File: config.mk
export PLATFORM = sky130hd
export DESIGN_NAME = md5_job_scheduler
export DESIGN_NICKNAME = d
export VERILOG_FILES = /design/src/rtl/md5_sched_pkg.sv /design/src/rtl/md5_msg_buffer.sv /design/src/rtl/md5_job_scheduler.sv
export SDC_FILE = /design/constraint.sdc
export NUM_CORES = 1
export LEC_CHECK = 0
export CAP_MARGIN = 20
export CORE_ASPECT_RATIO = 0.7
export CORE_MARGIN = 2
export CORE_UTILIZATION = 55
export CTS_CLUSTER_DIAMETER = 60
export DETAILED_ROUTE_END_ITERATION = 12
export GPL_TIMING_DRIVEN = 0
export PLACE_DENSITY = 0.81
export SETUP_SLACK_MARGIN = 0.3
export SLEW_MARGIN = 20
export SYNTH_ARGS = -nofsm -noshare
export SYNTH_HDL_FRONTEND = slang
export SYNTH_SLANG_ARGS = --single-unit
File: constraint.sdc
create_clock -name clk -period 5.8 [get_ports clk]
set_input_delay 0.58 -clock clk [delete_from_list [all_inputs] [get_ports clk]]
set_output_delay 0.58 -clock clk [all_outputs]
set_load 0.01 [all_outputs]
File: src/rtl/md5_sched_pkg.sv
// Shared types and constants for the MD5 job scheduler and its message buffer.
package md5_sched_pkg;

    typedef enum logic [2:0] {
        S_IDLE  = 3'd0,
        S_LOAD  = 3'd1,
        S_START = 3'd2,
        S_RUN   = 3'd3,
        S_DONE  = 3'd4
    } sched_state_t;

    localparam int BEATS_PER_BLOCK = 8;
    localparam int WORD_BITS       = 64;
    localparam int DIGEST_BITS     = 128;

    localparam logic [63:0] DEF_IN_BASE  = 64'h0000_0000_4000_0000;
    localparam logic [63:0] DEF_OUT_BASE = 64'h0000_0000_4000_0100;
    localparam int          DEF_TIMEOUT  = 65535;

endpackage

File: src/rtl/md5_msg_buffer.sv
// One 512-bit message block held as 8 x 64-bit words: a write port, a
// registered read port and a synchronous clear-all. Storage has no reset;
// a new job clears it explicitly.
module md5_msg_buffer
    import md5_sched_pkg::*;
(
    input  logic                               clk,
    input  logic                               clear,
    input  logic                               wr_en,
    input  logic [$clog2(BEATS_PER_BLOCK)-1:0] wr_addr,
    input  logic [WORD_BITS-1:0]               wr_data,
    input  logic                               rd_en,
    input  logic [$clog2(BEATS_PER_BLOCK)-1:0] rd_addr,
    output logic [WORD_BITS-1:0]               rd_data
);

    logic [WORD_BITS-1:0] mem [BEATS_PER_BLOCK];

    // Clear first so a write in the same cycle lands on top of the cleared block.
    always_ff @(posedge clk) begin
        if (clear) begin
            for (int i = 0; i < BEATS_PER_BLOCK; i++) begin
                mem[i] <= '0;
            end
        end
        if (wr_en) begin
            mem[wr_addr] <= wr_data;
        end
        if (rd_en) begin
            rd_data <= mem[rd_addr];
        end
    end

endmodule

File: src/rtl/md5_job_scheduler.sv
// Collects one message block from a beat stream, kicks the MD5 core, serves
// the core's memory reads from the buffer, captures the digest it writes back
// and presents that digest on the result stream.
module md5_job_scheduler
    import md5_sched_pkg::*;
#(
    parameter logic [63:0] IN_BASE  = DEF_IN_BASE,
    parameter logic [63:0] OUT_BASE = DEF_OUT_BASE,
    parameter int          TIMEOUT  = DEF_TIMEOUT
) (
    input  logic                   clk,
    input  logic                   reset,
    input  logic                   msg_valid,
    output logic                   msg_ready,
    input  logic [WORD_BITS-1:0]   msg_data,
    input  logic                   msg_last,
    output logic                   digest_valid,
    input  logic                   digest_ready,
    output logic [DIGEST_BITS-1:0] digest_data,
    output logic                   busy,
    output logic                   error,
    output logic                   core_start,
    input  logic                   core_done,
    input  logic                   core_oe,
    input  logic [63:0]            core_addr,
    output logic [WORD_BITS-1:0]   core_rdata,
    output logic                   core_datardy,
    input  logic                   core_we,
    input  logic [WORD_BITS-1:0]   core_wdata,
    input  logic [11:0]            core_size,
    output logic [31:0]            core_in_ptr,
    output logic [31:0]            core_out_ptr
);

    localparam int                IDX_W    = $clog2(BEATS_PER_BLOCK);
    localparam int                WD_W     = $clog2(TIMEOUT + 1);
    localparam logic [IDX_W-1:0]  IDX_LAST = IDX_W'(BEATS_PER_BLOCK - 1);
    localparam logic [WD_W-1:0]   WD_LAST  = WD_W'(TIMEOUT - 1);
    localparam logic [63:0]       WIN_SIZE = 64'(BEATS_PER_BLOCK * 8);
    localparam logic [63:0]       OUT_HI   = OUT_BASE + 64'd8;

    sched_state_t         state_q, state_d;
    logic [IDX_W-1:0]     load_idx;
    logic [WD_W-1:0]      watchdog;
    logic                 rd_hit;
    logic [WORD_BITS-1:0] buf_rdata;
    logic [63:0]          rd_offset;
    logic                 beat_accept, first_beat;
    logic                 in_run, core_rd, core_wr;
    logic                 wr_lo, wr_hi, wr_good, wr_bad;
    logic                 rd_in_window, buf_rd_en, timeout_hit;

    assign core_in_ptr  = IN_BASE[31:0];
    assign core_out_ptr = OUT_BASE[31:0];

    assign beat_accept = msg_valid && msg_ready;
    assign first_beat  = beat_accept && (state_q == S_IDLE);

    assign in_run  = (state_q == S_RUN);
    assign core_rd = in_run && core_oe;
    assign core_wr = in_run && core_we;

    assign wr_lo   = (core_addr == OUT_BASE);
    assign wr_hi   = (core_addr == OUT_HI);
    assign wr_good = core_wr && (core_size == 12'd64) && (wr_lo || wr_hi);
    assign wr_bad  = core_wr && !wr_good;

    // Addresses below IN_BASE wrap to huge offsets, so one compare bounds both sides.
    assign rd_offset    = core_addr - IN_BASE;
    assign rd_in_window = (rd_offset < WIN_SIZE);
    assign buf_rd_en    = core_rd && !core_we && rd_in_window;

    assign timeout_hit = in_run && (watchdog == WD_LAST);

    assign core_rdata = rd_hit ? buf_rdata : '0;

    md5_msg_buffer u_buffer (
        .clk     (clk),
        .clear   (first_beat),
        .wr_en   (beat_accept),
        .wr_addr (load_idx),
        .wr_data (msg_data),
        .rd_en   (buf_rd_en),
        .rd_addr (rd_offset[5:3]),
        .rd_data (buf_rdata)
    );

    // State register.
    always_ff @(posedge clk or negedge reset) begin
        if (!reset) state_q <= S_IDLE;
        else        state_q <= state_d;
    end

    // Next-state and handshake outputs for the job sequence.
    always_comb begin
        state_d      = state_q;
        msg_ready    = 1'b0;
        busy         = 1'b1;
        core_start   = 1'b0;
        digest_valid = 1'b0;
        case (state_q)
            S_IDLE: begin
                msg_ready = 1'b1;
                busy      = 1'b0;
                if (msg_valid) state_d = msg_last ? S_START : S_LOAD;
            end
            S_LOAD: begin
                msg_ready = 1'b1;
                if (msg_valid && (msg_last || load_idx == IDX_LAST)) state_d = S_START;
            end
            S_START: begin
                core_start = 1'b1;
                state_d    = S_RUN;
            end
            S_RUN: begin
                if (core_done || timeout_hit) state_d = S_DONE;
            end
            S_DONE: begin
                digest_valid = 1'b1;
                if (digest_ready) state_d = S_IDLE;
            end
            default: state_d = S_IDLE;
        endcase
    end

    // Word pointer for incoming beats; returns to 0 whenever a block is closed.
    always_ff @(posedge clk or negedge reset) begin
        if (!reset) begin
            load_idx <= '0;
        end else if (beat_accept) begin
            load_idx <= (state_d == S_LOAD) ? load_idx + 1'b1 : '0;
        end
    end

    // Watchdog restarts at START and counts every RUN cycle.
    always_ff @(posedge clk or negedge reset) begin
        if (!reset) begin
            watchdog <= '0;
        end else if (state_q == S_START) begin
            watchdog <= '0;
        end else if (in_run) begin
            watchdog <= watchdog + 1'b1;
        end
    end

    // Core bus responses, digest capture and the sticky error flag.
    always_ff @(posedge clk or negedge reset) begin
        if (!reset) begin
            core_datardy <= 1'b0;
            rd_hit       <= 1'b0;
            digest_data  <= '0;
            error        <= 1'b0;
        end else begin
            core_datardy <= core_rd || core_wr;
            rd_hit       <= buf_rd_en;
            if (wr_good && wr_lo) digest_data[WORD_BITS-1:0]           <= core_wdata;
            if (wr_good && wr_hi) digest_data[DIGEST_BITS-1:WORD_BITS] <= core_wdata;
            if (first_beat) begin
                error <= 1'b0;
            end else if (wr_bad || (core_wr && core_oe) || timeout_hit) begin
                error <= 1'b1;
            end
        end
    end

endmodule
Word-level counts from Yosys, hierarchy flattened:

Memories as Yosys holds them, arrays and structs flattened. A register that Yosys moved wholly into a read port is not among the register bits.
Cells that the tools add are included.

* register bits: 153
* word-level logic and storage cells: 69
* memories kept: 1
* RAM bits: 512

* muxes and demuxes: 20
* reduce and logical (&&, ||, !) cells: 26
* equality and inequality tests: 10
* magnitude comparators: 1
* add/sub/neg operators: 3

Memories
* u_buffer.mem: depth 8, bits a word 64, read ports 1, clocked after Yosys merged registers in 1, wr ports 9, line md5_msg_buffer.sv:17 `logic [WORD_BITS-1:0] mem [BEATS_PER_BLOCK];`

Operators by type and width (count)
* 64-bit by 31-bit == test with 1-bit output, second input constant: 2
* 64-bit by 7-bit less-than comparator with 1-bit output, second input constant: 1
* 64-bit 2-to-1 mux: 1
* 64-bit by 31-bit subtractor with 64-bit output, second input constant: 1
* 16-bit 2-to-1 mux: 2
* 16-bit by 1-bit adder with 16-bit output, second input constant: 1
* 16-bit == test, second input constant: 1
* 3-bit 2-to-1 mux: 5
* 3-bit case mux with 5 select lines: 1
* 1-bit logical AND: 14
* 12-bit by 7-bit == test with 1-bit output, second input constant: 1
* 1-bit 2-to-1 mux: 10
* 3-bit by 1-bit == test with 1-bit output, second input constant: 2
* 3-bit by 2-bit == test with 1-bit output, second input constant: 2
* 3-bit == test, second input constant: 2
* 1-bit logical OR: 6
* 2-bit nonzero test: 2
* 3-bit by 1-bit adder with 3-bit output, second input constant: 1
* 3-bit logical NOT: 1
* 1-bit logical NOT: 2
* 2-bit 2-to-1 mux: 1
* 2-bit OR reduction: 1

Depth between registers and ports, before layout:

Gate-level depths: netlist of run 1.

* word-level depth: 10
* gate-level depth with buffers: 10
* gate-level depth less buffers: 7

Cells and area by module:

A second synthesis of run 1 with hierarchy kept.

* cell total of the unflattened synthesis: 2007
* area, all modules: 32558.7 um^2

By module, submodules not included
* md5_msg_buffer: cells each 1387, area each 24677.4 um^2, times used 1, sequential area each 17296.6 um^2
* md5_job_scheduler: cells each 620, area each 7881.3 um^2, times used 1, sequential area each 3828.7 um^2

Worst setup path after synthesis of run 1:

OpenSTA, ideal clock, no wires.

* path kind: flip-flop to flip-flop
* start: register state_q[2]
* end: memory u_buffer.mem[2][0], enable pin
* setup time: 508 ps
* period minus slack after synthesis: 4805 ps
* path slack: 995 ps
* cell stages (with the launch flop): 7
* buffers on the path: 2
* arrival time: 4297 ps
* path through: dfrtp_1 -> nor2_2 -> and2_1 -> buf_2 -> nand2b_1 -> clkbuf_1 -> o22ai_1

RTL lines
* from (decl): line md5_job_scheduler.sv:42 `sched_state_t state_q, state_d;`
* from (signal assigned): line md5_job_scheduler.sv:91 `else state_q <= state_d;`
* to (decl): line md5_msg_buffer.sv:17

Worst setup path in the final report of run 1:

* start: register rd_hit
* end: output port core_rdata[46]

* longest elaborated chain between the ends: 1

RTL lines
* from (decl): line md5_job_scheduler.sv:45 `logic rd_hit;`
* from (signal assigned): line md5_job_scheduler.sv:155 `rd_hit <= buf_rd_en;`
* 64-bit 2-to-1 mux: line md5_job_scheduler.sv:75 `assign core_rdata = rd_hit ? buf_rdata : '0;`
* to (decl): line md5_job_scheduler.sv:26 `output logic [WORD_BITS-1:0] core_rdata,`

No other way between the ends.

==> results.txt, run 1 <==
The run finished with clean final reports. The library cell with the largest summed area after synthesis is sky130_fd_sc_hd__edfxtp_1. The first-pass GRT wire length came out at 117.3 mm. STA classifies the critical path startpoint as a flip-flop. The time the worst path needs with I/O delays and setup is 3.542 ns.

The number of design rule violations left after detail routing came out at 0. For this run, global-route usage on met1 was measured as 35.27%. For the worst setup path, the data arrival time is 2.96 ns. The standard-cell row count came out at 74. The count of mapped cells out of synthesis is 2014. The initial antenna violation count came out at 7. The data required time of the critical path came out at 5.22 ns. The layout filler cell count came out at 3725. The final period utilization came out at 61.07%. The level count of the clock H-tree came out at 3. The congestion estimate from routability-driven global placement came to 0.8787. The via count of the first global-routing pass came out at 19430. In this run the critical register-to-register path is captured at u_buffer.mem[3][45]$_SDFFCE_PN0P_.

The power consumption is 14.60 mW. Measured along the y axis, the die boundary spans 206.8 um. Counting instances in the post-synthesis netlist gives the leading cell types as sky130_fd_sc_hd__and2_1 (579), sky130_fd_sc_hd__edfxtp_1 (576), sky130_fd_sc_hd__dfrtp_1 (153), sky130_fd_sc_hd__mux4_2 (128), sky130_fd_sc_hd__mux2_2 (122). The core area came out at 58240 um2. The layer flagged by global routing as most heavily used is met2. The clock latency at the later pin of the worst-skew pair is 0.62 ns. STA classifies the critical path endpoint as an output port. The startpoint of the most critical register-to-register path is state_q[2]$_DFF_PN0_. The number of maximum-capacitance violations is 0. The measured slew at the worst slew-check pin is 1.191 ns. The number of storage elements in the synthesis netlist came out at 729. The total setup violations reported at the end of the flow is 0. The first-pass detailed-route iteration total came out at 5. The floorplan die width came out at 293.7 um. The number of nets in the final layout is 2805.

Global routing used 43.33% of the available met2 tracks. In this run, synthesis inferred 576 flip-flops with an integrated enable. The tree built by TritonCTS fans out to 729 sinks. CTS placed an instance of sky130_fd_sc_hd__clkbuf_16 at the clock tree root.

The final hold violation count is 0. The power per unit of standard cell area came out at 357.9 nW/um2. The min-delay analysis places its worst path in the category input pin to asynchronous set/reset pin. Summed over all nets, the half-perimeter wirelength after detailed placement is 54.41 mm. After global routing the overflow that remains totals 0. On the critical path, the stage with the largest delay is an instance of sky130_fd_sc_hd__clkbuf_1. At the placement stage, the worst setup path has a slack of 1.890 ns. The final layout contains routed wiring with a total length of 78.77 mm. The total global-route track usage came out at 26.05%. The setup path with the least slack is of type flip-flop to output port. The clock-pin transition on the worst setup and hold timing paths is 0.06 ns. The average via count per standard cell came out at 5.553.

Summing all multi-input logic gate instances after layout gives 10410 um2. The relative slew slack came out at 20.30%. The distinct cell type count after synthesis came out at 51. The area growth from synthesis to layout came out at 26.27%. After synthesis, the mean cell area works out to 16.04 um2. For this configuration, the core starts out at a cell density of 55.46%. The number of clock buffers added by TritonCTS is 72. The leakage power figure is 15.61 nW. The total via count after detailed routing is 18940. The DRC marker count from the first detailed-route iteration is 1796. The sequential cells in the finished layout cover a total of 21130 um2. The cell area that synthesis handed to floorplanning was 32300 um2. The share of the core filled with cells is 70.04%.

In the post-synthesis netlist, the cell with the most instances is sky130_fd_sc_hd__and2_1. The number of cells on the critical path is 4. Cells with a size suffix above 1 make up 20.95% of the layout. In the synthesized netlist the dominant register cell turns out to be sky130_fd_sc_hd__edfxtp_1. Entering global routing, the biggest net connects 102 pins. The critical path starts at rd_hit$_DFF_PN0_.

The critical path goes through clkbuf_1 > clkbuf_1 > and2_1 > clkdlybuf4s50_1. Once detail routing completed, the nets flagged for antenna violations numbered 0. For this run, the top clock speed supported by timing is 282.3 MHz. The number of slew-limit violations in the final report is 0. The die covers 60710 um2. The peak fanout along the critical path came out at 10. Clock skew on the completed layout was measured at 0.01852 ns. The number of cells traversed by the worst register-to-register path came out at 7. In this design, the critical path's most frequently occurring cell is sky130_fd_sc_hd__clkbuf_1. Of all flip-flops after synthesis, the portion carrying an async set or reset was 20.99%. Setup repair after global routing left no endpoint under its margin. The end point of the critical path is core_rdata[46]. Dividing the detail-routed wire length by the instance count gives 23.09 um. The clock passes through at most 3 buffers.

Across the VDD grid, the largest voltage drop is 0.0002435 V. Grouping stages by cell kind, the critical path spends the most delay in buffers and inverters. In the post-synthesis netlist, the biggest area contributors are sky130_fd_sc_hd__edfxtp_1 (54%), sky130_fd_sc_hd__dfrtp_1 (12%), sky130_fd_sc_hd__and2_1 (11%). The register-to-register path setup slack is 2.54 ns. For this run, global-route usage on met3 was measured as 5.107%. The worst path buffer plus inverter count is 3.

TritonCTS built the clock tree. The post-CTS setup buffer count came out at 0. The count of port buffers added during placement came out at 409.

The number of top-level pins came out at 474. The sequential-to-total area share from yosys stat came out at 65.40%. The largest stage delay on the critical path is 0.75 ns.

The count of synthesis-stage warnings from yosys is 0. The fraction of post-synthesis cell area in the top cell type by area came out at 53.55%. The worst setup slack after layout is 2.258 ns.
-- cells in the final DEF (no fill, tap or decap), drive strengths merged, types with 2 or more instances in the layout --
master,n
nand2b,7
and3,4
edfxtp,576
o31ai,7
mux2,193
clkdlybuf4s50,408
nor3,10
or4,2
and2,579
nor4b,6
clkbuf,184
mux4,128
buf,126
o21a,3
nand3,11
inv,17
a21oi,7
bufinv,3
xor2,3
conb,64
nand2,37
nor4,17
o22ai,11
ha,4
a21o,5
o21ai,16
mux2i,2
or2,3
clkinv,16
dfrtp,153
nand4,7
nor2,22
diode,6
-- worst reg2reg max path: cells and delay by family (launching register included) --
family	cells	cell delay, ns
buf+inv	2	0.77
flops	1	0.42
simple gates	5	1.95
-- registers in the layout (all words and copies together) (netlist names) --
signal and flops:
rd_hit 1, watchdog 16, digest_data 128, core_datardy 1, error 1, load_idx 3, u_buffer.rd_data 64, u_buffer.mem 512
state_q 3
-- cell type report --
| cell class | instances | share of cell area, % |
|---|---|---|
| sequential | 729 | 51.79 |
| buffer | 178 | 2.653 |
| timing repair buffer | 439 | 11.97 |
| clock inverter | 28 | 0.6350 |
| clock buffer | 102 | 4.976 |
| antenna | 6 | 0.03681 |
| inverter | 8 | 0.07362 |
| tap | 760 | 2.331 |
| multi-input combinational | 1161 | 25.53 |
-- kinds of logic after synthesis --
group | after synthesis | share of synthesized area [%]
muxes | 323 | 16.41
and+or+nand+nor | 709 | 13.33
adders and majority gates | 4 | 0.1549
xor gates and xnor gates | 3 | 0.08136
AOI/OAI and AO/OA | 58 | 1.154
DFF | 729 | 65.40
buffers and inverters | 186 | 3.440
other | 2 | 0.02325
-- routing by layer --
metal,wire [um],vias up
li1,-,8456
met5,13,-
met3,6000,140
met2,38960,813
met1,31760,9529
met4,2030,2
-- how the worst min path moves through the flow --
stage	start	endpoint	slack, ns	depth (start not counted)
5_1_grt	reset	digest_data[81]$_DFFE_PN0P_	0.50	2
6_report	reset	digest_data[68]$_DFFE_PN0P_	0.49	2
4_1_cts	reset	load_idx[1]$_DFFE_PN0P_	0.48	2
3_3_place_gp	watchdog[13]$_DFFE_PN0P_	watchdog[13]$_DFFE_PN0P_	0.46	1
3_5_place_dp	watchdog[14]$_DFFE_PN0P_	watchdog[14]$_DFFE_PN0P_	0.47	1
2_1_floorplan	reset	core_datardy$_DFF_PN0_	0.28	0
-- where the power goes --
group | switching [mW] | total, mW | internal [mW] | leakage, nW
Sequential | 0.264 | 7.22 | 6.95 | 7.62
Combinational | 1.55 | 2.81 | 1.25 | 6.86
Clock | 1.98 | 4.58 | 2.60 | 1.13
Total | 3.80 | 14.6 | 10.8 | 15.6
-- what timing repair did --
item / in CTS / in global routing
hold endpoints to repair: 52 / 0
hold buffers: 1 / 0
gates resized for setup: 0 / 0
-- metrics by stage --
step                hold slack (ns)  area (um2)  cells  TNS [ns]
floorplan                    0.2844       32530   2076         0
global placement             0.4622       37580   3245  -1178.44
detailed placement           0.4740       38470   3274         0
CTS                          0.4752       40770   3405         0
global route                 0.4985       40780   3407         0
finish                       0.4909       40790   3411         0
(Power assumes the default switching activity.)
==> run 2, diff against run 1 <==
Settings changed: CORE_UTILIZATION 55 to 49, PLACE_DENSITY 0.81 to 0.76.
Clock period 5.8 ns to 3.02 ns, I/O delays scaled along.
==> results.txt, run 2 (synthesis results as in run 1) <==
The run finished with clean final reports. The timing-limited maximum frequency is 374.8 MHz. The worst path buffer plus inverter count is 3 (unchanged). The maximum number of buffers from clock root to sink is 3 (unchanged). The number of clock sinks seen by CTS is 729 (unchanged). The number of maximum-capacitance violations is 0 (unchanged). The root buffer cell chosen for the clock tree is sky130_fd_sc_hd__clkbuf_16. TritonCTS built the clock tree. The first-pass detailed-route iteration total is 5 (unchanged). The leakage power figure came out at 15.79 nW (+1.2%). The data required time of the critical path is 3.33 ns (-1.89 ns). In this run the critical register-to-register path is launched from state_q[2]$_DFF_PN0_. The endpoint arrival time on the critical path is 2.98 ns (+0.02 ns). After layout, the worst path uses 88.35% of the clock period. The routability congestion estimate from global placement is 0.9158 (+4.2%). The total global routing overflow is 0 (unchanged). The total via count after detailed routing came out at 19230 (+1.5%). The DRC marker count from the first detailed-route iteration is 1814 (+1.0%).

The worst min-delay path class is input pin to asynchronous set/reset pin. The standard-cell row count is 78 (+5.4%). The clock latency at the later pin of the worst-skew pair came out at 0.61 ns (about the same). The number of top-level pins was 474 (unchanged).

The total clock buffers created by CTS came to 71 (-1.4%). The initial core utilization is 49.70% (-5.8 points). Setup repair after global routing left no endpoint under its margin. The number of slew-limit violations in the final report is 0 (unchanged). The first-pass GRT wire length is 122.4 mm (+4.3%). The via count of the first global-routing pass came to 19990 (+2.9%). The power consumption came to 28.14 mW (+93%). STA classifies the critical path startpoint as an input pin. The floorplan die width came out at 310.9 um (+5.9%). The largest stage delay on the critical path is 0.42 ns (-0.33 ns). The clock-pin transition on the worst setup and hold timing paths is 0.06 ns (about the same). The y dimension of the die is 218.8 um (+5.8%).

The most common cell after layout, fill and taps aside is sky130_fd_sc_hd__and2_1. The maximum vdd ir drop is 0.0005849 V (+140%). The signal on the critical path passes through clkdlybuf4s50_1 > nor2_1 > nand4_1 > or2_1 > mux2_2 > o22ai_2 > o2111a_2 > buf_4 > buf_16. In the final layout, the registers with the most flip-flops are u_buffer.mem: 512 flops, digest_data: 128 flops, u_buffer.rd_data: 64 flops. The routed wire length per instance came out at 23.10 um (about the same). The sequential cell area came out at 21130 um2 (unchanged). The largest net degree at the start of global routing came to 97 (-4.9%). The peak fanout along the critical path came out at 20 (+10). The total global-route track usage is 24.05% (-2.0 points). Broken down by cell family, the worst path's largest delay share belongs to simple AND/OR/NAND/NOR gates. The final wirelength is 81.69 mm (+3.7%).

The library cells used most frequently in the layout, excluding fill and tap cells, are sky130_fd_sc_hd__and2_1 (579), sky130_fd_sc_hd__edfxtp_1 (576), sky130_fd_sc_hd__clkdlybuf4s50_1 (407). The multi-input gate area in the final layout is 10530 um2 (+1.1%). The total setup violations reported at the end of the flow was 0 (unchanged). The worst clock skew is 0.01996 ns (+0.001440 ns).

The worst hold margin came out at 0.2453 ns (-0.2456 ns). The worst setup path is of the input pin to flip-flop kind. The worst setup path is captured at a flip-flop.

The antenna violation net count after detailed routing is 0 (unchanged). The number of nets in the final layout is 2817 (+0.43%). The layout filler cell count came out at 4602 (+24%). The relative slew slack is 28.85% (+8.6 points).

The number of design rule violations left after detail routing is 0 (unchanged). The floorplan die area came out at 68020 um2 (+12%). The proportion of layout cells with a drive suffix above 1 came out at 22.68% (+1.7 points).

The placed wire-length estimate after detailed placement is 55.03 mm (+1.1%). The final hold violation count is 0 (unchanged). The pre-CTS setup slack is -0.6274 ns (-2.518 ns). The area growth from synthesis to layout came out at 27.48%. The register bank with the most flops is u_buffer.mem. The level count of the clock H-tree is 3 (unchanged). The count of port buffers added during placement came out at 409 (unchanged). The power per unit of standard cell area is 683.4 nW/um2 (+91%). The time the worst path needs with I/O delays and setup is 2.668 ns. The cell at the slowest stage of the critical path is sky130_fd_sc_hd__clkdlybuf4s50_1.

The number of flip-flops in the largest register is 512 (unchanged). The critical path starts at core_addr[30]. The average via count per standard cell came out at 5.437 (-2.1%).

The initial antenna violation count came out at 5 (-2). The worst setup slack after layout is 0.3519 ns (-1.906 ns). The core area is 65000 um2 (+12%). The measured slew at the worst slew-check pin is 1.067 ns (-0.1239 ns).
## run 2: cell count changes in the layout (fill, tap and decap cells not counted), sizes merged, moves of 2 or more
cell,change
bufinv,+3
buf,+9
clkinv,+15
diode,-3
inv,-6
a21o,+2
clkbuf,-16
## run 2: timing repair
action	in CTS	in global routing
hold buffers	1	0
hold endpoints to repair	57	0
gates cloned	3	0
pin swaps	0	5
setup endpoints to repair	741	540
gates resized for setup	44	34
setup buffers	5	5
## run 2: area by class of cell
class,instances,area share [%]
flip-flops and latches,729,51.30
repair buffers,449,12.12
plain buffers,178,2.786
clock inverters,40,0.8477
multi-input cells,1164,25.58
inverters,8,0.07292
clock buffers,86,4.606
well taps,880,2.674
diodes,3,0.01823
## run 2: worst reg2reg max path: stages (launching register included)
cell and delay, ns:
sky130_fd_sc_hd__dfrtp_1 0.41, sky130_fd_sc_hd__nor2_2 0.21, sky130_fd_sc_hd__and2_1 0.15, sky130_fd_sc_hd__clkbuf_4 0.24, sky130_fd_sc_hd__nand2_4 0.18, sky130_fd_sc_hd__nor3_2 0.21, sky130_fd_sc_hd__clkbuf_4 0.27, sky130_fd_sc_hd__a21o_4 0.27
sky130_fd_sc_hd__buf_16 0.29
## run 2: path summary, 6_finish.rpt
| check | endpoint | cells after the start | slack (ns) |
|---|---|---|---|
| worst min register to register | watchdog[14]$_DFFE_PN0P_ | 1 | 0.49 |
| worst min-delay path | digest_data[17]$_DFFE_PN0P_ | 2 | 0.25 |
| min in group clk | state_q[2]$_DFF_PN0_ | 3 | 0.32 |
| max in group asynchronous | digest_data[50]$_DFFE_PN0P_ | 3 | 1.94 |
| worst max-delay path | u_buffer.rd_data[20]$_DFFE_PP_ | 9 | 0.35 |
| worst max register to register | u_buffer.mem[1][28]$_SDFFCE_PN0P_ | 8 | 0.40 |
## run 2: metrics by stage
step / setup TNS, ns / utilization [%] / instances / area, um2
after floorplan: -91.14 / - / 2076 / 32580
after global placement: -1711.60 / 58.12 / 3365 / 37780
after detailed placement: -143.80 / 59.45 / 3394 / 38640
after CTS: 0 / 63.21 / 3529 / 41080
after global routing: 0 / 63.35 / 3535 / 41170
final: 0 / 63.35 / 3537 / 41180
## run 2: power breakdown
| part | switching, mW | internal [mW] |
|---|---|---|
| clock network | 3.75 | 4.99 |
| registers | 0.500 | 13.3 |
| logic | 3.09 | 2.48 |
## run 2: routing by layer
metal / global-route usage, % / share of wire, %
met5: 0 / 0.037
met4: 7.440 / 2.6
met3: 4.990 / 8.1
met2: 39.14 / 48
met1: 32.87 / 41
